File: config.mk
export PLATFORM = sky130hd
export DESIGN_NAME = gopf_mul_scheduler_flat
export DESIGN_NICKNAME = d
export VERILOG_FILES = /design/src/rtl/gopf_mul_scheduler_if.sv /design/src/rtl/gopf_mul_scheduler.sv /design/src/flat_wrapper.sv
export SDC_FILE = /design/constraint.sdc
export NUM_CORES = 1
export LEC_CHECK = 0
export CAP_MARGIN = 30
export CELL_PAD_IN_SITES_DETAIL_PLACEMENT = 0
export CELL_PAD_IN_SITES_GLOBAL_PLACEMENT = 1
export CORE_ASPECT_RATIO = 1.1
export CORE_MARGIN = 2
export CORE_UTILIZATION = 30
export CTS_CLUSTER_SIZE = 10
export DETAILED_ROUTE_END_ITERATION = 8
export PLACE_DENSITY_LB_ADDON = 0.1
export SLEW_MARGIN = 40
export SYNTH_ARGS = -nofsm -noshare
export SYNTH_HDL_FRONTEND = slang
export SYNTH_SLANG_ARGS = --single-unit
File: constraint.sdc
create_clock -name clk -period 2.7 [get_ports clk]
set_input_delay 0.27 -clock clk [delete_from_list [all_inputs] [get_ports clk]]
set_output_delay 0.27 -clock clk [all_outputs]
set_load 0.1 [all_outputs]
File: src/rtl/gopf_mul_scheduler_if.sv
// Bundle between the shared GF(2^M) constant-multiplier scheduler, its requesters,
// the external multiplier and the result consumer.
interface gopf_mul_scheduler_if #(
    parameter int M   = 16,
    parameter int N   = 4,
    parameter int ITW = 4,
    parameter int IDW = 2
);
    // Handshakes: a job moves when req_valid[i] && req_ready[i] on a rising clk edge;
    // a result moves when rsp_valid && rsp_ready. A valid holder keeps its data
    // stable until the transfer; the scheduler holds rsp_valid/rsp_data until accepted.
    logic [N-1:0]     req_valid;
    logic [N*M-1:0]   req_data;
    logic [N*ITW-1:0] req_iter;
    logic [N-1:0]     req_ready;
    logic [M-1:0]     mul_a;
    logic [M-1:0]     mul_c;
    logic             rsp_valid;
    logic             rsp_ready;
    logic [M-1:0]     rsp_data;
    logic [IDW-1:0]   rsp_id;
    logic             busy;
    logic [1:0]       dbg_state;

    modport master (
        output req_valid, req_data, req_iter, mul_c, rsp_ready,
        input  req_ready, mul_a, rsp_valid, rsp_data, rsp_id, busy, dbg_state
    );

    modport slave (
        input  req_valid, req_data, req_iter, mul_c, rsp_ready,
        output req_ready, mul_a, rsp_valid, rsp_data, rsp_id, busy, dbg_state
    );
endinterface

File: src/rtl/gopf_mul_scheduler.sv
// Round-robin scheduler sharing one registered GF(2^M) constant multiplier: each job
// loops its operand through the multiplier ITER times and returns the tagged result.
module gopf_mul_scheduler #(
    parameter int M       = 16,
    parameter int N       = 4,
    parameter int ITW     = 4,
    parameter int MUL_LAT = 1,
    parameter int IDW     = 2
) (
    input logic                clk,
    input logic                rst_n,
    gopf_mul_scheduler_if.slave bus
);
    localparam int LW = $clog2(MUL_LAT + 1);

    typedef enum logic [1:0] {
        S_IDLE  = 2'd0,
        S_ISSUE = 2'd1,
        S_WAIT  = 2'd2,
        S_DONE  = 2'd3
    } state_t;

    state_t          r_state;
    logic [M-1:0]    r_acc;
    logic [ITW-1:0]  r_it_cnt;
    logic [LW-1:0]   r_lat_cnt;
    logic            r_rsp_valid;
    logic [M-1:0]    r_rsp_data;
    logic [IDW-1:0]  r_rsp_id;
    logic [IDW-1:0]  r_rr_ptr;

    logic            w_found;
    logic [IDW-1:0]  w_grant;
    logic [IDW-1:0]  w_cand;
    logic [M-1:0]    w_grant_data;
    logic [ITW-1:0]  w_grant_iter;
    logic [N-1:0]    w_req_ready;

    // Search starts one past the last winner so every valid requester is served within N jobs.
    always_comb begin
        w_found      = 1'b0;
        w_grant      = '0;
        w_cand       = '0;
        w_grant_data = '0;
        w_grant_iter = '0;
        for (int k = 0; k < N; k++) begin
            w_cand = IDW'((int'(r_rr_ptr) + 1 + k) % N);
            if (!w_found && bus.req_valid[w_cand]) begin
                w_found = 1'b1;
                w_grant = w_cand;
            end
        end
        for (int k = 0; k < N; k++) begin
            if (w_grant == IDW'(k)) begin
                w_grant_data = bus.req_data[k*M +: M];
                w_grant_iter = bus.req_iter[k*ITW +: ITW];
            end
        end
    end

    assign w_req_ready   = (r_state == S_IDLE && w_found) ? (N'(1) << w_grant) : '0;
    assign bus.req_ready = w_req_ready;
    assign bus.mul_a     = r_acc;
    assign bus.rsp_valid = r_rsp_valid;
    assign bus.rsp_data  = r_rsp_data;
    assign bus.rsp_id    = r_rsp_id;
    assign bus.busy      = (r_state != S_IDLE);
    assign bus.dbg_state = r_state;

    always_ff @(posedge clk or negedge rst_n) begin
        if (!rst_n) begin
            r_state     <= S_IDLE;
            r_acc       <= '0;
            r_it_cnt    <= '0;
            r_lat_cnt   <= '0;
            r_rsp_valid <= 1'b0;
            r_rsp_data  <= '0;
            r_rsp_id    <= '0;
            r_rr_ptr    <= IDW'(N - 1);
        end else begin
            case (r_state)
                S_IDLE: begin
                    if (w_found) begin
                        r_acc    <= w_grant_data;
                        r_it_cnt <= w_grant_iter;
                        r_rsp_id <= w_grant;
                        r_rr_ptr <= w_grant;
                        // ITER=0 skips the multiplier, so it_cnt is never decremented from zero.
                        if (w_grant_iter == '0) begin
                            r_state     <= S_DONE;
                            r_rsp_valid <= 1'b1;
                            r_rsp_data  <= w_grant_data;
                        end else begin
                            r_state <= S_ISSUE;
                        end
                    end
                end
                S_ISSUE: begin
                    r_lat_cnt <= LW'(MUL_LAT);
                    r_state   <= S_WAIT;
                end
                S_WAIT: begin
                    r_lat_cnt <= r_lat_cnt - LW'(1);
                    if (r_lat_cnt == LW'(1)) begin
                        r_acc    <= bus.mul_c;
                        r_it_cnt <= r_it_cnt - ITW'(1);
                        if (r_it_cnt == ITW'(1)) begin
                            r_state     <= S_DONE;
                            r_rsp_valid <= 1'b1;
                            r_rsp_data  <= bus.mul_c;
                        end else begin
                            r_state <= S_ISSUE;
                        end
                    end
                end
                S_DONE: begin
                    if (bus.rsp_ready) begin
                        r_rsp_valid <= 1'b0;
                        r_state     <= S_IDLE;
                    end
                end
                default: r_state <= S_IDLE;
            endcase
        end
    end
endmodule

File: src/flat_wrapper.sv
// flat-port wrapper written by rule: the top's interface ports become plain ports
module gopf_mul_scheduler_flat 
#(
    parameter int M       = 16,
    parameter int N       = 4,
    parameter int ITW     = 4,
    parameter int MUL_LAT = 1,
    parameter int IDW     = 2
)
  (clk, rst_n, bus_req_valid, bus_req_data, bus_req_iter, bus_mul_c, bus_rsp_ready, bus_req_ready, bus_mul_a, bus_rsp_valid, bus_rsp_data, bus_rsp_id, bus_busy, bus_dbg_state);
  gopf_mul_scheduler_if #(.M(M), .N(N), .ITW(ITW), .IDW(IDW)) bus_i ();
  input logic clk;
  input logic rst_n;
  input wire logic [$bits(bus_i.req_valid)-1:0] bus_req_valid;
  input wire logic [$bits(bus_i.req_data)-1:0] bus_req_data;
  input wire logic [$bits(bus_i.req_iter)-1:0] bus_req_iter;
  input wire logic [$bits(bus_i.mul_c)-1:0] bus_mul_c;
  input wire logic [$bits(bus_i.rsp_ready)-1:0] bus_rsp_ready;
  output wire logic [$bits(bus_i.req_ready)-1:0] bus_req_ready;
  output wire logic [$bits(bus_i.mul_a)-1:0] bus_mul_a;
  output wire logic [$bits(bus_i.rsp_valid)-1:0] bus_rsp_valid;
  output wire logic [$bits(bus_i.rsp_data)-1:0] bus_rsp_data;
  output wire logic [$bits(bus_i.rsp_id)-1:0] bus_rsp_id;
  output wire logic [$bits(bus_i.busy)-1:0] bus_busy;
  output wire logic [$bits(bus_i.dbg_state)-1:0] bus_dbg_state;
  assign bus_i.req_valid = bus_req_valid;
  assign bus_i.req_data = bus_req_data;
  assign bus_i.req_iter = bus_req_iter;
  assign bus_i.mul_c = bus_mul_c;
  assign bus_i.rsp_ready = bus_rsp_ready;
  assign bus_req_ready = bus_i.req_ready;
  assign bus_mul_a = bus_i.mul_a;
  assign bus_rsp_valid = bus_i.rsp_valid;
  assign bus_rsp_data = bus_i.rsp_data;
  assign bus_rsp_id = bus_i.rsp_id;
  assign bus_busy = bus_i.busy;
  assign bus_dbg_state = bus_i.dbg_state;
  gopf_mul_scheduler #(.M(M), .N(N), .ITW(ITW), .MUL_LAT(MUL_LAT), .IDW(IDW)) u_core (.clk(clk), .rst_n(rst_n), .bus(bus_i));
endmodule
== Yosys cells after proc, flatten, opt, wreduce, memory -nomap -nowiden ==
Cells that the tools add are included.

* $lt $le $gt $ge: 4
* Equality and inequality tests: 12
* Muxes and demuxes: 49
* Add/sub/neg operators: 6
* Shifts and indexed selects: 1
* Reduce and logical (&&, ||, !) cells: 19

{| class="wikitable"
|+ Operator list
! operator !! count
|-
| $mux W16 || 10
|-
| $pmux W16 S2 || 2
|-
| $mux W4 || 7
|-
| $mux W2 || 9
|-
| $mux W1 || 13
|-
| $lt A2 B3 Y1 const B || 4
|-
| $bmux W1 S2 || 4
|-
| $eq A2 B2 Y1 const B || 4
|-
| $pmux W2 S4 || 1
|-
| $pmux W4 S2 || 1
|-
| $ne A2 B1 Y1 const B || 3
|-
| $reduce_and A3 Y1 || 2
|-
| $reduce_and A6 Y1 || 1
|-
| $reduce_bool A2 Y1 || 3
|-
| $reduce_and A5 Y1 || 1
|-
| $add A2 B1 Y2 const B || 2
|-
| $add A2 B2 Y2 const B || 2
|-
| $eq A2 B1 Y1 const B || 2
|-
| $eq A4 B1 Y1 const B || 1
|-
| $logic_and A1 B1 Y1 || 4
|-
| $logic_not A2 Y1 || 2
|-
| $logic_not A4 Y1 || 1
|-
| $ne A2 B2 Y1 const B || 2
|-
| $shl A1 B2 Y4 const A || 1
|-
| other kinds (7) || 9
|}

* Output and inout bits: 42
* Word-level logic and storage cells: 99
* Input port bits: 103
* Flip-flop bits (word level): 44

== Longest topological paths before layout ==
Gate-level depths: netlist of the first run.

* Depth after elaboration: 22
* Depth in mapped cells: 12
* Gate-level depth less buffers: 9

== Worst setup path after synthesis of the first run ==
No wires, ideal clock.

* Path kind: reg2out
* Start point: register u_core.r_rr_ptr[0]
* End point: output port bus_req_ready[0]
* Required time: 2430 ps
* Setup slack: -1321 ps
* Path buffers: 3
* Stages on the path, launching flop included: 8
* Arrival: 3751 ps
* Cells stage by stage: dfstp_2 -> buf_2 -> o21ai_1 -> a21boi_2 -> clkbuf_1 -> clkbuf_1 -> nor3_1 -> nor3_1

* Word-level cells in the longest chain between the ends: 15

{| class="wikitable"
|+ Ends and longest elaborated chain
! item !! line !! source
|-
| start: declaration || gopf_mul_scheduler.sv:30 || <nowiki>logic [IDW-1:0] r_rr_ptr;</nowiki>
|-
| start signal: assignment || gopf_mul_scheduler.sv:79 || <nowiki>r_rr_ptr <= IDW'(N - 1);</nowiki>
|-
| start signal: assignment || gopf_mul_scheduler.sv:87 || <nowiki>r_rr_ptr <= w_grant;</nowiki>
|-
| $add A2 B1 Y2 * || gopf_mul_scheduler.sv:47 || <nowiki>w_cand = IDW'((int'(r_rr_ptr) + 1 + k) % N);</nowiki>
|-
| parallel branches: the longest is 13 deep, another holds $add A2 B2 Y2 || n/a ||
|-
| $mux W4 * || gopf_mul_scheduler.sv:61 || <nowiki>assign w_req_ready = (r_state == S_IDLE && w_found) ? (N'(1) << w_grant) : '0;</nowiki>
|-
| end: declaration || flat_wrapper.sv:19 || <nowiki>output wire logic [$bits(bus_i.req_ready)-1:0] bus_req_ready;</nowiki>
|}

Mark *: on every way between the ends. The select of a mux whose other input is x is not followed.

== Worst setup path in the final report of the first run ==
* Start point: register u_core.r_rr_ptr[1]
* End point: output port bus_req_ready[0]

The elaborated chain is that of the path after synthesis.

==> metrics.md, run 1 <==
| Metric | Value |
|---|---|
| Status | `complete, no violations` |
| EDFF count, synth | `0` |
| Overall Global Routing Usage | `21.3%` |
| Least-Margin Pin Slew | `about 0.56 ns` |
| VDD IR max | `0.806 mV` |
| Top Ports | `145` |
| Most area-consuming cells after synthesis | `dfrtp_1 32%, nand2_1 7.9%, o22a_1 4.9%, nor3_1 4.6%, o31a_1 4.6%` |
| Syn nets | `505` |
| Clock Power Share | `10.5%` |
| Syn avg cell area | `8.19 µm²` |
| DR vias | `between 3k and 4k` |
| Clock slew at reported path FFs | `0.07 ns` |
| Initial DRC count | `131` |
| Top cells by count, synth | `68 x nand2_1, 42 x dfrtp_1, 30 x nor3_1, 27 x nor2_1, 24 x a21oi_1` |
| 1st-pass router iterations | `4` |
| Port-buffer cells | `144` |
| Nets | `665` |
| Sw power | `about 0.0040 W` |
| Tmin final | `around 2.5 ns` |
| Data arrival time of the critical path | `roughly 2.3 ns` |
| Clock Path Buffers | `2` |
| Worst path required time | `around 2.4 ns` |
| H-tree depth | `2` |
| First-pass GRT wire length | `approximately 19000 µm` |
| CTS tree | `done` |
| Skew final | `0.00352 ns` |
| Post-route ant nets | `0` |
| Crit path max fanout | `11` |
| Worst Setup Slack, final | `0.161 ns` |
| Area delta synth->final | `61.9%` |
| Design Power | `0.00714 W` |
| Initial antenna violation count | `0` |
| Largest net degree at the start of global routing | `33` |
| Crit start category | `register` |
| Switch share | `55.9%` |
| Total negative setup slack | `0 ns` |
| ANT cells | `0` |
| Final wirelength | `12400 µm` |
| Seq cells post-synth | `44` |
| Routability cong. | `around 0.8` |
| Share of cells above drive strength 1 | `22.8%` |
| Max-Slew Margin vs Limit | `62.7%` |
| Die area | `between 10000 and 15000 µm²` |
| Ys async rst share | `100%` |
| Die Wd | `103 µm` |
| CP Class | `reg -> out` |
| Comb power frac | `73.5%` |
| DRC | `0` |
| Dominant cell type by area after synthesis | `dfrtp_1` |
| Vias per inst | `between 5 and 6` |
| Sequential-to-total area share from yosys stat | `34.0%` |
| Hold slack | `0.422 ns` |
| Detailed Place HPWL | `9340 µm` |
| Initial Utilization | `between 30% and 40%` |
| Cell area power density | `1360 nW/µm²` |
| Die height | `113 µm` |
| Ys flop type | `dfrtp_1` |
| Pins Over Slew Limit | `0` |
| Hold Vio Cnt, Final | `0` |
| Sequential share of power | `16.0%` |
| Post-synthesis cell area | `3240 µm²` |
| Top-count cell post-synth | `nand2_1` |
| Crit share post-route | `a little over nine tenths` |
| Dpl ws | `-0.172 ns` |
| Cell variety after synth | `41` |
| CTS Buf Count | `5` |
| Wire per inst | `about 18 µm` |
| Vias in the first global route | `3674` |
| Core area | `10400 µm²` |
| Max frequency | `0.394 GHz` |
| TritonCTS Sinks | `between 40 and 50` |
| Number of setup violations in the final report | `0` |
| Int Pwr | `0.00315 W` |
| Grt total ovfl | `0` |
| Leakage | `2.13 nW` |
| Max_cap viols | `0` |
| Share of the synthesized area in the top cell type | `32.4%` |
| Post-Syn Instances | `396` |
| RSZ-0062 raised after global routing | `no` |
| Root buffer cell | `clkbuf_16` |
| Worst skew pair latency | `~0.29 ns` |
| Synthesis Warnings | `0` |
| Setup crit end kind | `primary output` |
| HP Class | `in -> async` |
| Rows | `39` |
## per-stage QoR
| stage | instances | util [%] | area, µm² |
|---|---|---|---|
| finish | 700 | 50.3 | 5250 |
| detailed placement | 691 | 48.4 | 5060 |
| floorplan | 396 | - | 3310 |
| global placement | 691 | 48.4 | 5060 |
| global route | 700 | 50.3 | 5250 |
| CTS | 700 | 50.2 | 5240 |
## what timing repair did
action                     in CTS  in global routing
setup buffers                   0                  0
gates resized for setup         0                  1
hold endpoints to repair       10                  0
setup endpoints to repair       0                  1
hold buffers                    1                  0
## area by class of cell
| type | count | area (µm²) |
|---|---|---|
| flip-flops and latches | 44 | 1110 |
| fillers | 1009 | 5190 |
| clock buffers | 6 | 139 |
| well taps | 143 | 179 |
| inverters | 7 | 30.0 |
| clock inverters | 2 | 38.8 |
| repair buffers | 190 | 1750 |
| multi-input cells | 308 | 2000 |
## state kept, by name, indices dropped and copies added, names as in the netlist
register,flops
u_core.r_lat_cnt,1
u_core.bus.rsp_data,16
u_core.bus.mul_a,16
u_core.bus.rsp_id,2
u_core.bus.dbg_state,2
u_core.r_rr_ptr,2
u_core.r_it_cnt,4
u_core.bus.rsp_valid,1
## critical path, stage by stage (launching register included)
cell      delay [ns]
dfstp_2         0.65
mux2i_1         0.31
o221ai_2        0.22
buf_4           0.22
buf_4           0.16
nor3_4          0.22
buf_12          0.20
## path summary, 6_finish.rpt
path / startpoint / to / slack [ns] / depth (start not counted)
setup reg to reg: u_core.r_rr_ptr[1] / u_core.bus.rsp_data[4] / 0.22 / 8
hold / removal: rst_n / u_core.bus.rsp_valid / 0.42 / 2
setup / recovery: u_core.r_rr_ptr[1] / bus_req_ready[0] / 0.16 / 6
min in group clk: u_core.bus.rsp_id[1] / u_core.bus.rsp_id[1] / 0.48 / 1
hold reg to reg: u_core.bus.rsp_id[1] / u_core.bus.rsp_id[1] / 0.48 / 1
max in group asynchronous: rst_n / u_core.bus.mul_a[12] / 1.54 / 3
## power groups by stage
stage                     clock network (W)  registers, W  logic [W]
after floorplan                           0       0.00254    0.00234
after global placement                    0       0.00115    0.00520
after detailed placement                  0       0.00115    0.00525
after CTS                          0.000761       0.00114    0.00527
after global routing               0.000780       0.00118    0.00560
final                              0.000747       0.00114    0.00525
## per-layer routing
layer / track usage, % / wire length, µm / up-vias
met3: 3.21 / 594 / 9
met5: 0 / 0 / -
li1: - / - / 1807
met2: 35.0 / 6030 / 101
met4: 4.56 / 127 / 0
met1: 29.7 / 5680 / 1729
## kinds of logic after synthesis
group	count (synthesis)	synth area share, %
simple gates	160	23.6
fa+ha+maj	6	2.32
flops	44	34.0
mux	3	1.00
compound gates	139	32.8
buf+inv	44	6.21
## placed cells by master, fill, tap and decap left out, types with 6 or more instances in the layout
master	netlist	layout
nand2_1	68	68
buf_12	0	6
a211oi_1	16	15
buf_4	5	81
a21oi_1	24	22
nor3_1	30	26
inv_1	7	6
ha_1	6	6
o31a_1	17	17
nand4b_1	16	16
o211ai_1	19	19
nor2_1	27	27
a211oi_2	8	9
o22ai_1	19	19
dfrtp_1	42	40
clkdlybuf4s50_1	0	101
o22a_1	18	18
Note: power is estimated with default switching activity, not from simulation.
==> run 2: changes to the inputs <==
clock period = 2.5 ns   (was 2.7 ns; I/O delays follow)
==> metrics.md, run 2 (synthesis results as in run 1) <==
| Metric | Value |
|---|---|
| Data arrival time of the critical path | `2.17 ns (-0.10 ns)` |
| Worst path required time | `2.25 ns (-0.18 ns)` |
| Die Wd | `103 µm (unchanged)` |
| Root buffer cell | `clkbuf_16` |
| Commonest non-fill, non-tap cell in the layout | `clkdlybuf4s50_1` |
| Crit share post-route | `96.7%` |
| Placed cells | `696 (+0.72%)` |
| Number of setup violations in the final report | `0 (unchanged)` |
| DR vias | `3708 (+1.7%)` |
| CP Class | `reg -> out` |
| Crit start category | `register` |
| Tmin final | `approximately 2.4 ns` |
| First-pass GRT wire length | `19800 µm (+2.5%)` |
| Top Ports | `145 (unchanged)` |
| Area delta synth->final | `68.7%` |
| Post-route ant nets | `0 (unchanged)` |
| Max frequency | `between 0.4 and 0.5 GHz` |
| Largest net degree at the start of global routing | `38 (+15%)` |
| Least-Margin Pin Slew | `0.596 ns (+0.0375 ns)` |
| Cell area power density | `1480 nW/µm² (+8.8%)` |
| HP Class | `in -> async` |
| CTS Buf Count | `5 (unchanged)` |
| ANT cells | `0 (unchanged)` |
| Clock slew at reported path FFs | `0.07 ns (about the same)` |
| Vias in the first global route | `3640 (-0.93%)` |
| Most frequent cells in the layout | `101 x clkdlybuf4s50_1, 82 x buf_4, 68 x nand2_1` |
| Status | `complete, no violations` |
| Nets | `674 (+1.4%)` |
| Crit path max fanout | `13 (+2)` |
| Routability cong. | `0.851 (+5.8%)` |
| Final cell count without fillers | `708 (+1.1%)` |
| Leakage | `2.19 nW (+2.8%)` |
| Initial antenna violation count | `0 (unchanged)` |
| Max-Slew Margin vs Limit | `60.2% (-2.5 points)` |
| Hold Vio Cnt, Final | `0 (unchanged)` |
| Die area | `11700 µm² (unchanged)` |
| Worst skew pair latency | `0.29 ns (about the same)` |
| TritonCTS Sinks | `44 (unchanged)` |
| Core area | `10400 µm² (unchanged)` |
| Wire per inst | `18.7 µm (+5.1%)` |
| DRC | `0 (unchanged)` |
| Detailed Place HPWL | `9830 µm (+5.2%)` |
| Share of cells above drive strength 1 | `25.8% (+3.0 points)` |
| VDD IR max | `0.776 mV (-3.8%)` |
| Hold slack | `0.436 ns (+0.0143 ns)` |
| Total negative setup slack | `0 ns (unchanged)` |
| Initial DRC count | `194 (+48%)` |
| Fillers | `996 (-1.3%)` |
| Finished layout cell area | `5470 µm² (+4.2%)` |
| Initial Utilization | `31.0% (unchanged)` |
| CTS tree | `done` |
| RSZ-0062 raised after global routing | `yes` |
| Vias per inst | `5.24 (+0.55%)` |
| Skew final | `0.00870 ns (+0.00518 ns)` |
| Final wirelength | `13200 µm (+6.3%)` |
| Grt total ovfl | `0 (unchanged)` |
| H-tree depth | `2 (unchanged)` |
| Port-buffer cells | `144 (unchanged)` |
| Die height | `113 µm (unchanged)` |
| Placed Area | `5170 µm² (+2.2%)` |
| Overall Global Routing Usage | `22.1% (+0.74 points)` |
| Clock Path Buffers | `2 (unchanged)` |
| Pins Over Slew Limit | `0 (unchanged)` |
| 1st-pass router iterations | `4 (unchanged)` |
| Design Power | `0.00810 W (+13%)` |
| Setup crit end kind | `primary output` |
| Rows | `39 (unchanged)` |
| Max_cap viols | `0 (unchanged)` |
run 2: cell types whose count changed in the layout (fill, tap and decap cells not counted), moves of 2 or more:
cell / delta
buf_12: +4
buf_6: +2
a211oi_4: +7
a211oi_2: -5
nor2_1: -2
o22a_1: -2
o22a_2: +2
a211oi_1: -2
dfrtp_4: +2
dfrtp_2: -2
run 2: worst paths after layout:
| check | start | end | slack (ns) | depth (start not counted) |
|---|---|---|---|---|
| hold / removal | rst_n | u_core.bus.mul_a[2] | 0.44 | 2 |
| setup reg to reg | u_core.r_rr_ptr[0] | u_core.bus.rsp_data[7] | 0.11 | 10 |
| setup / recovery | u_core.r_rr_ptr[1] | bus_req_ready[0] | 0.08 | 6 |
| min in group clk | u_core.bus.rsp_id[1] | u_core.bus.rsp_id[1] | 0.48 | 1 |
| hold reg to reg | u_core.bus.rsp_id[1] | u_core.bus.rsp_id[1] | 0.48 | 1 |
| max in group asynchronous | rst_n | u_core.r_rr_ptr[1] | 1.37 | 3 |
run 2: critical path, cell delays in order (launching register included):
cell	delay, ns
dfstp_2	0.64
mux2i_2	0.32
o221ai_2	0.18
buf_4	0.22
buf_4	0.17
nor3_4	0.15
buf_12	0.20
run 2: stage by stage:
step	worst slack (ns)	util (%)
2_1_floorplan	-0.116	-
3_3_place_gp	-0.234	49.5
3_5_place_dp	-0.244	49.5
4_1_cts	0.00737	51.1
5_1_grt	-0.00969	52.4
6_report	0.0828	52.4
run 2: area by class of cell:
class	instances	area [µm²]	share of cell area [%]
Multi-Input combinational cell	308	2110	38.5
Timing Repair Buffer	199	1880	34.4
Sequential cell	44	1110	20.3
Tap cell	143	179	3.27
Clock buffer	6	129	2.36
Clock inverter	1	30.0	0.549
Inverter	7	30.0	0.549
run 2: what timing repair did:
action,CTS,global route
gates resized for setup,0,23
setup endpoints to repair,0,23
hold buffers,1,0
setup buffers,0,2
hold endpoints to repair,17,0
run 2: where the power goes:
group	switching [W]	internal [W]
sequential	0.000214	0.00103
combinational	0.00396	0.00214
clock	0.000289	0.000467
total	0.00446	0.00364
run 2: metal layers:
layer | part of all wire [%] | vias to the layer above | wire length, µm | global-route usage [%]
li1 | - | 1825 | - | -
met4 | 1.9 | 0 | 246 | 6.32
met1 | 44 | 1734 | 5830 | 30.7
met2 | 48 | 134 | 6350 | 34.9
met5 | 0 | - | 0 | 0
met3 | 5.9 | 15 | 782 | 3.95
==> run 3: changes to the inputs <==
GPL_TIMING_DRIVEN = 0   (was unset)
==> metrics.md, run 3 (synthesis results as in run 1) <==
| Metric | Value |
|---|---|
| Failing checks | `negative setup slack` |
| DR vias | `3796 (+2.4%)` |
| Metal2 WL | `6980 µm (+9.9%)` |
| H-tree depth | `2 (unchanged)` |
| Commonest non-fill, non-tap cell in the layout | `clkdlybuf4s50_1` |
| Dpl ws | `-0.651 ns (-0.407 ns)` |
| First-pass GRT wire length | `20800 µm (+5.5%)` |
| CTS tree | `done` |
| DRC | `0 (unchanged)` |
| Pins Over Slew Limit | `0 (unchanged)` |
| Top Ports | `145 (unchanged)` |
| Core area | `10400 µm² (unchanged)` |
| Rows | `39 (unchanged)` |
| R2r worst-path depth | `10 (unchanged)` |
| CTS Buf Count | `5 (unchanged)` |
| Crit start category | `register` |
| Grt total ovfl | `0 (unchanged)` |
| Max-Slew Margin vs Limit | `61.2% (+1.0 points)` |
| Met3 wire len | `673 µm (-14%)` |
| Setup crit end kind | `primary output` |
| Clock Path Buffers | `2 (unchanged)` |
| Port-buffer cells | `144 (unchanged)` |
| Crit path max fanout | `10 (-3)` |
| Max frequency | `0.398 GHz (-3.8%)` |
| Status | `finished, violations left` |
| Top Layer Used | `met4` |
| Nets | `684 (+1.5%)` |
| Wire per inst | `19.7 µm (+5.4%)` |
| Post-route ant nets | `0 (unchanged)` |
| Total negative setup slack | `-0.0114 ns (-0.0114 ns)` |
| TritonCTS Sinks | `44 (unchanged)` |
| Hold Vio Cnt, Final | `0 (unchanged)` |
| Number of setup violations in the final report | `1 (+1)` |
| Max_cap viols | `0 (unchanged)` |
| Area delta synth->final | `71.3%` |
| Vias per inst | `5.28 (+0.81%)` |
| Least-Margin Pin Slew | `0.581 ns (-0.0151 ns)` |
| Detailed Place HPWL | `10300 µm (+5.0%)` |
| Crit share post-route | `100% (+3.8 points)` |
| Cell area power density | `1470 nW/µm² (-0.45%)` |
| Met1 Wirelength | `6290 µm (+7.7%)` |
| Tmin final | `2.51 ns (+0.0942 ns)` |
| Final wirelength | `14100 µm (+7.0%)` |
| Vias in the first global route | `3748 (+3.0%)` |
| Routability cong. | `0.858 (+0.76%)` |
| Worst Setup Slack, final | `-0.0114 ns (-0.0942 ns)` |
| Die Wd | `103 µm (unchanged)` |
| Die height | `113 µm (unchanged)` |
| RSZ-0062 raised after global routing | `yes` |
| Design Power | `0.00818 W (+1.1%)` |
| Worst skew pair latency | `0.30 ns (about the same)` |
| Overall Global Routing Usage | `23.6% (+1.5 points)` |
| Share of cells above drive strength 1 | `28.0% (+2.1 points)` |
| Initial DRC count | `167 (-14%)` |
| Data arrival time of the critical path | `2.26 ns (+0.09 ns)` |
| 1st-pass router iterations | `4 (unchanged)` |
| VDD IR max | `1.22 mV (+57%)` |
| HP Class | `in -> async` |
| ANT cells | `0 (unchanged)` |
| Worst path required time | `2.25 ns (about the same)` |
| Hold slack | `0.343 ns (-0.0926 ns)` |
| Clock slew at reported path FFs | `0.07 ns (about the same)` |
| Skew final | `0.00778 ns (-0.000924 ns)` |
| Initial antenna violation count | `0 (unchanged)` |
| Root buffer cell | `clkbuf_16` |
| CP Class | `reg -> out` |
| Largest net degree at the start of global routing | `32 (-16%)` |
| Most frequent cells in the layout | `97 x clkdlybuf4s50_1, 67 x nand2_1, 42 x buf_2` |
| Initial Utilization | `31.0% (unchanged)` |
| Leakage | `2.21 nW (+0.62%)` |
| Die area | `11700 µm² (unchanged)` |
==> run 3: cell types whose count changed in the layout (fill, tap and decap cells not counted), moves of 3 or more <==
cell,change
a211oi_2,+8
clkbuf_2,+5
a211oi_1,-11
buf_6,+6
clkbuf_1,+10
a211oi_4,+3
clkdlybuf4s50_1,-4
buf_2,+40
buf_4,-55
==> run 3: final cells by class <==
| class | count | area (µm²) |
|---|---|---|
| Clock buffer | 5 | 125 |
| Inverter | 7 | 30.0 |
| Sequential cell | 44 | 1110 |
| Timing Repair Buffer | 176 | 1600 |
| Buffer | 33 | 244 |
| Tap cell | 143 | 179 |
| Fill cell | 1000 | 4890 |
| Multi-Input combinational cell | 308 | 2240 |
| Clock inverter | 3 | 21.3 |
==> run 3: where the power goes <==
part / total, W / switching, W / internal [W] / leakage (nW)
Sequential: 0.00121 / 0.000179 / 0.00103 / 0.453
Clock: 0.000688 / 0.000315 / 0.000373 / 0.0702
Combinational: 0.00629 / 0.00419 / 0.00210 / 1.68
Total: 0.00818 / 0.00468 / 0.00350 / 2.21
==> run 3: final timing paths <==
kind	start	end	slack, ns
min in group clk	u_core.bus.rsp_id[1]	u_core.bus.rsp_id[1]	0.50
max	u_core.r_rr_ptr[0]	bus_req_ready[3]	-0.01
max in group asynchronous	rst_n	u_core.r_rr_ptr[1]	1.65
min	rst_n	u_core.bus.rsp_data[5]	0.34
min reg2reg	u_core.bus.rsp_id[1]	u_core.bus.rsp_id[1]	0.50
max reg2reg	u_core.r_rr_ptr[0]	u_core.bus.rsp_data[8]	0.02
==> run 3: what timing repair did <==
action                                  CTS  global route
hold endpoints to repair                 13             0
gates cloned                              2             0
endpoints found under the setup margin   40            30
resized for setup                        74            19
setup buffers                            18            10
pin swaps                                16            22
hold buffers                              1             0
==> run 3: layer usage <==
metal / GRT usage, % / up-vias
met3: 3.77 / 12
li1: - / 1840
met4: 5.35 / 0
met2: 39.2 / 127
met1: 32.0 / 1817
met5: 0 / -
==> run 3: worst max-delay path, cell delays in order, from the launching register on <==
cell and delay, ns:
dfstp_2 0.54, nand2b_4 0.14, a21oi_4 0.07, or3_4 0.48, buf_12 0.19, buf_12 0.15
nor3_4 0.21, buf_12 0.20
==> run 3: metrics by stage <==
stage | instances | area (µm²) | utilization [%]
5_1_grt | 719 | 5550 | 53.2
6_report | 719 | 5550 | 53.2
3_3_place_gp | 683 | 4980 | 47.7
2_1_floorplan | 396 | 3360 | -
3_5_place_dp | 684 | 4790 | 45.8
4_1_cts | 711 | 5420 | 51.9
==> patch 1 (settings of run 1) <==
`N` is set to 4 in 3 places; all go to 8.
--- a/src/rtl/gopf_mul_scheduler_if.sv
+++ b/src/rtl/gopf_mul_scheduler_if.sv
@@ -3,5 +3,5 @@
 interface gopf_mul_scheduler_if #(
     parameter int M   = 16,
-    parameter int N   = 4,
+    parameter int N   = 8,
     parameter int ITW = 4,
     parameter int IDW = 2
--- a/src/rtl/gopf_mul_scheduler.sv
+++ b/src/rtl/gopf_mul_scheduler.sv
@@ -3,5 +3,5 @@
 module gopf_mul_scheduler #(
     parameter int M       = 16,
-    parameter int N       = 4,
+    parameter int N       = 8,
     parameter int ITW     = 4,
     parameter int MUL_LAT = 1,
--- a/src/flat_wrapper.sv
+++ b/src/flat_wrapper.sv
@@ -3,5 +3,5 @@
 #(
     parameter int M       = 16,
-    parameter int N       = 4,
+    parameter int N       = 8,
     parameter int ITW     = 4,
     parameter int MUL_LAT = 1,
Ports: changed (resized bus_req_data, bus_req_iter, bus_req_ready and bus_req_valid); port bits go from 145 to 233. No check against the original RTL was run, so the function may have changed too.
==> patch 1 against run 1 <==
Critical endpoint is now u_core.bus.rsp_data[7]. Clock skew up 0.0016 ns. Critical path type is now input pin to flip-flop. Power up 8.6%. Sequential cell count unchanged. Clock power down 18%. Design area up 2.7%. Area after synthesis up 1.6%. Register-to-register slack worse by 0.09 ns. Routed wire length down 2.8%. Non-clock buffer count up 4. Via count down 3.0%. Worst setup slack worse by 0.031 ns. Hold slack worse by 0.0058 ns.
==> patch 1: results (changes against run 1) <==
Lkg Pwr: 2.286 nW (+7.3%)
first-pass GRT wire length: 19490 um (+1.1%)
share of cells above drive strength 1: 0.2481 (+0.02013)
Slowest-stage cell, CP: clkdlybuf4s50_1
Top Family by Delay on Critical Path: buffers and inverters
Slew headroom: 0.5862 (-0.04126)
largest net degree at the start of global routing: 33 (unchanged)
Final nets: 728 (+9.5%)
clock root cell: clkbuf_16
clk_lat worst skew: 0.28 ns
R2R Path End: u_core.bus.rsp_data[7]
HPWL after DPL: 9229 um (-1.2%)
WL per Instance: 17.70 um (-0.34%)
status: finished, final reports clean
number of fill cells: 1059 (+5.0%)
total track usage: 0.2068 (-0.006508)
starting DRC count in detailed routing: 185 (+41%)
critical path's largest stage delay: 0.51 ns (-0.14 ns)
worst vdd ir: 0.8116 mV (+0.70%)
top post-synthesis cells by count: dfrtp_1 (42), o21ai_0 (38), nand2_1 (24)
post-synthesis cell type count: 54 (+32%)
DP Cell Count: 671 (-2.9%)
main area contributors after synthesis: dfrtp_1 (32%), o21ai_0 (5.8%), mux2_1 (5.1%)
Synth async-reset ratio: 1.000 (unchanged)
crit path DAT: 2.79 ns (+0.52 ns)
worst reg2reg setup slack: 0.13 ns (-0.09 ns)
Syn Inst Count: 366 (-7.6%)
Fin Clk Skew: 0.005112 ns (+0.001589 ns)
Setup Total Neg Slack: 0 ns (unchanged)
Max FO, Critical Path: 31 (+20)
Worst R2R Path Depth: 9 (+1)
total CTS buffers: 5 (unchanged)
GPL Wtd Cong: 0.8381 (+4.2%)
Post-Route WL: 12090 um (-2.8%)
Synth Warn #: 0 (unchanged)
via count: 3536 (-3.0%)
sequential area share after synthesis: 0.3351 (-0.005303)
vias in the first global route: 3582 (-2.5%)
WHS: 0.4159 ns (-0.005802 ns)
[patch 1: per-stage QoR]
stage          worst slack, ns  area (sq um)  utilization
2_1_floorplan          -0.1166          3361            -
3_3_place_gp           -0.1554          5191       0.4802
3_5_place_dp           -0.1581          5191       0.4802
4_1_cts                0.01190          5348       0.4947
5_1_grt              -0.009215          5393       0.4988
6_report                0.1303          5393       0.4988
[patch 1: cell type report]
cell class	count	area (sq um)	share of cell area
timing repair buffer	194	1888	0.3501
multi-input combinational	281	2026	0.3756
sequential	44	1111	0.2060
inverter	9	37.54	0.006961
clock buffer	8	146.4	0.02715
tap	147	183.9	0.03411
[patch 1: how the worst max path moves through the flow]
stage	start	to	cells past startpoint
after floorplan	u_core.r_rr_ptr[1]	bus_req_ready[2]	7
after global placement	bus_req_valid[3]	u_core.bus.rsp_data[10]	9
after detailed placement	bus_req_valid[3]	u_core.bus.rsp_data[7]	10
after CTS	u_core.r_rr_ptr[1]	bus_req_ready[2]	7
after global routing	u_core.r_rr_ptr[1]	u_core.bus.rsp_data[8]	8
final	bus_req_valid[3]	u_core.bus.rsp_data[7]	11
[patch 1: cell families (layout without fill, tap and decap cells)]
| kind of cell | Yosys count | count (layout) | share of synthesized area |
|---|---|---|---|
| mux | 18 | 18 | 0.06117 |
| other cells | 1 | 4 | 0.001139 |
| fa+ha+maj | 6 | 6 | 0.02280 |
| flops | 44 | 44 | 0.3351 |
| buf+inv | 44 | 211 | 0.06991 |
| compound gates | 146 | 146 | 0.3355 |
| simple gates | 107 | 107 | 0.1744 |
[patch 1: per-layer routing]
| layer | track usage | vias to the layer above | wire (um) |
|---|---|---|---|
| met4 | 0.04054 | 0 | 140 |
| met2 | 0.3763 | 116 | 6070 |
| li1 | - | 1736 | - |
| met5 | 0 | - | 0 |
| met1 | 0.2556 | 1673 | 5214 |
| met3 | 0.04114 | 11 | 662 |
[patch 1: repair_timing]
action / in CTS / in global routing
hold buffers: 1 / 0
setup buffers: 0 / 3
hold endpoints to repair: 12 / 0
endpoints found under the setup margin: 1 / 17
pin swaps: 1 / 2
resized for setup: 0 / 2
[patch 1: where the power goes]
| part | internal (mW) | switching, mW | total (mW) | leakage (nW) |
|---|---|---|---|---|
| Sequential | 0.995 | 0.231 | 1.23 | 0.537 |
| Combinational | 1.97 | 3.94 | 5.91 | 1.68 |
| Clock | 0.369 | 0.245 | 0.615 | 0.0712 |
==> patch 2 (config.mk and constraints of run 1) <==
Without the edit above. Reset style: synchronous (`rst_n`), changed in one clocked block.
--- a/src/rtl/gopf_mul_scheduler.sv
+++ b/src/rtl/gopf_mul_scheduler.sv
@@ -68,5 +68,5 @@
     assign bus.dbg_state = r_state;
 
-    always_ff @(posedge clk or negedge rst_n) begin
+    always_ff @(posedge clk) begin
         if (!rst_n) begin
             r_state     <= S_IDLE;
Check against the original RTL: differs if rst_n is asserted again (counterexample within 4 cycles, from zero or initial values and one cycle with rst_n low); with rst_n held inactive, the same outputs for 4 cycles.
==> patch 2 against run 1 <==
Hold slack improved by 0.036 ns. Worst setup slack gained 0.029 ns. Routed wire length fell by 17%. Area after synthesis shrank 15%. Fmax up 1.1%. Clock skew up 0.0071 ns. Via count shrank 16%. Register-to-register slack improved by 0.02 ns. Power is 15% lower. Die area down 14%. Count of clock-buffer cells in the layout is 1 lower. Sequential cell count did not move. Largest power group unchanged. Design area is 14% lower. Largest cell class unchanged. Combinational power down 14%.
==> patch 2: results (changes against run 1) <==
vias in the first global route: 2863 (-22%)
clock root cell: clkbuf_8
setup bufs post-CTS: 0 (unchanged)
n_diodes: 0 (unchanged)
largest net degree at the start of global routing: 38 (+15%)
multiplexer share of the synthesized area: 0.02895 (+0.01891)
first-pass GRT wire length: 15460 um (-20%)
HPWL after DPL: 8132 um (-13%)
starting DRC count in detailed routing: 164 (+25%)
total track usage: 0.1962 (-0.01714)
GRT met1 Usage: 0.2757 (-0.02118)
top post-synthesis cells by count: nand2_1 (73), dfxtp_1 (44), a21oi_1 (38)
GPL Wtd Cong: 0.8271 (+2.8%)
WHS: 0.4580 ns (+0.03625 ns)
clk_lat worst skew: 0.30 ns
clk slew on worst S/H paths: 0.09 ns (+0.02 ns)
status: finished, final reports clean
worst vdd ir: 0.8498 mV (+5.4%)
R2R Path End: u_core.bus.rsp_data[14]
worst reg2reg setup slack: 0.24 ns (+0.02 ns)
Synth async-reset ratio: 0 (-1.000)
Worst Tran Pin Value: 0.7232 ns (+0.1644 ns)
initial antenna violation count: 0 (unchanged)
Final nets: 609 (-8.4%)
most common flop cell mapped by yosys: dfxtp_1
syn nets: 461 (-8.7%)
sequential area share after synthesis: 0.3184 (-0.02200)
Top Family by Delay on Critical Path: compound AO/OA/AOI/OAI gates
Synth Area in Compound Gates: 0.3424 (+0.01432)
Post-Route WL: 10320 um (-17%)
post-synthesis cell type count: 43 (+4.9%)
Lkg Pwr: 1.917 nW (-10%)
Worst R2R Path Depth: 9 (+1)
hold-critical path depth: 2
GR Layer Usage met3: 0.04975 (+0.01763)
critical path's largest stage delay: 0.57 ns (-0.08 ns)
Fin Clk Skew: 0.01067 ns (+0.007145 ns)
via count: 3070 (-16%)
cts repair resizes: 0 (unchanged)
Endpoint, Worst Hold: u_core.bus.rsp_id[1]
crit path DAT: 2.73 ns (+0.46 ns)
Synth Area in Adders: 0.03166 (+0.008503)
Slowest-stage cell, CP: clkdlybuf4s50_1
global routing usage on met2: 0.3037 (-0.04652)
reg2reg start: u_core.r_rr_ptr[1]
Max FO, Critical Path: 10 (-1)
main area contributors after synthesis: dfxtp_1 (32%), nand2_1 (9.9%), a21oi_1 (6.9%)
Hold Path Class: flip-flop to flip-flop
worst setup path start: bus_req_valid[3]
share of cells above drive strength 1: 0.2160 (-0.01201)
patch 2: area by class of cell:
| cell class | count | area [sq um] |
|---|---|---|
| flip-flops and latches | 44 | 883.3 |
| clock buffers | 5 | 68.82 |
| repair buffers | 168 | 1604 |
| clock inverters | 3 | 46.29 |
| well taps | 114 | 142.6 |
| inverters | 9 | 33.78 |
| fillers | 895 | 4419 |
| multi-input cells | 271 | 1720 |
patch 2: kinds of logic after synthesis:
family | Yosys count
AOI/OAI and AO/OA | 123
adders and majority gates | 7
buffers and inverters | 36
DFF | 44
muxes | 8
and+or+nand+nor | 133
patch 2: power by group:
group	total [mW]	leakage, nW	internal (mW)	switching, mW
registers	1.05	0.365	0.892	0.162
logic	4.51	1.50	1.43	3.08
clock network	0.517	0.0548	0.279	0.238
total	6.08	1.92	2.60	3.48
patch 2: per-stage QoR:
| step | worst slack [ns] | std cells | TNS (ns) | util | instance area, sq um |
|---|---|---|---|---|---|
| final | 0.1896 | 614 | 0 | 0.5045 | 4499 |
| after global routing | 0.02486 | 614 | 0 | 0.5045 | 4499 |
| after CTS | 0.2174 | 614 | 0 | 0.5045 | 4499 |
| after detailed placement | -0.07258 | 606 | -0.7248 | 0.4916 | 4384 |
| after global placement | -0.08827 | 606 | -0.3881 | 0.4916 | 4384 |
| after floorplan | -0.03449 | 351 | -0.3485 | - | 2784 |
patch 2: worst max path at each step:
stage	end
after floorplan	u_core.bus.rsp_valid
after global placement	u_core.bus.rsp_data[14]
after detailed placement	u_core.bus.rsp_data[14]
after CTS	u_core.bus.rsp_data[14]
after global routing	u_core.bus.rsp_data[13]
final	u_core.bus.rsp_data[14]
patch 2: per-layer routing:
metal	share of wire	wire, um
met3	0.092	954
met5	0	0
met1	0.47	4834
met4	0.0079	82
met2	0.43	4445
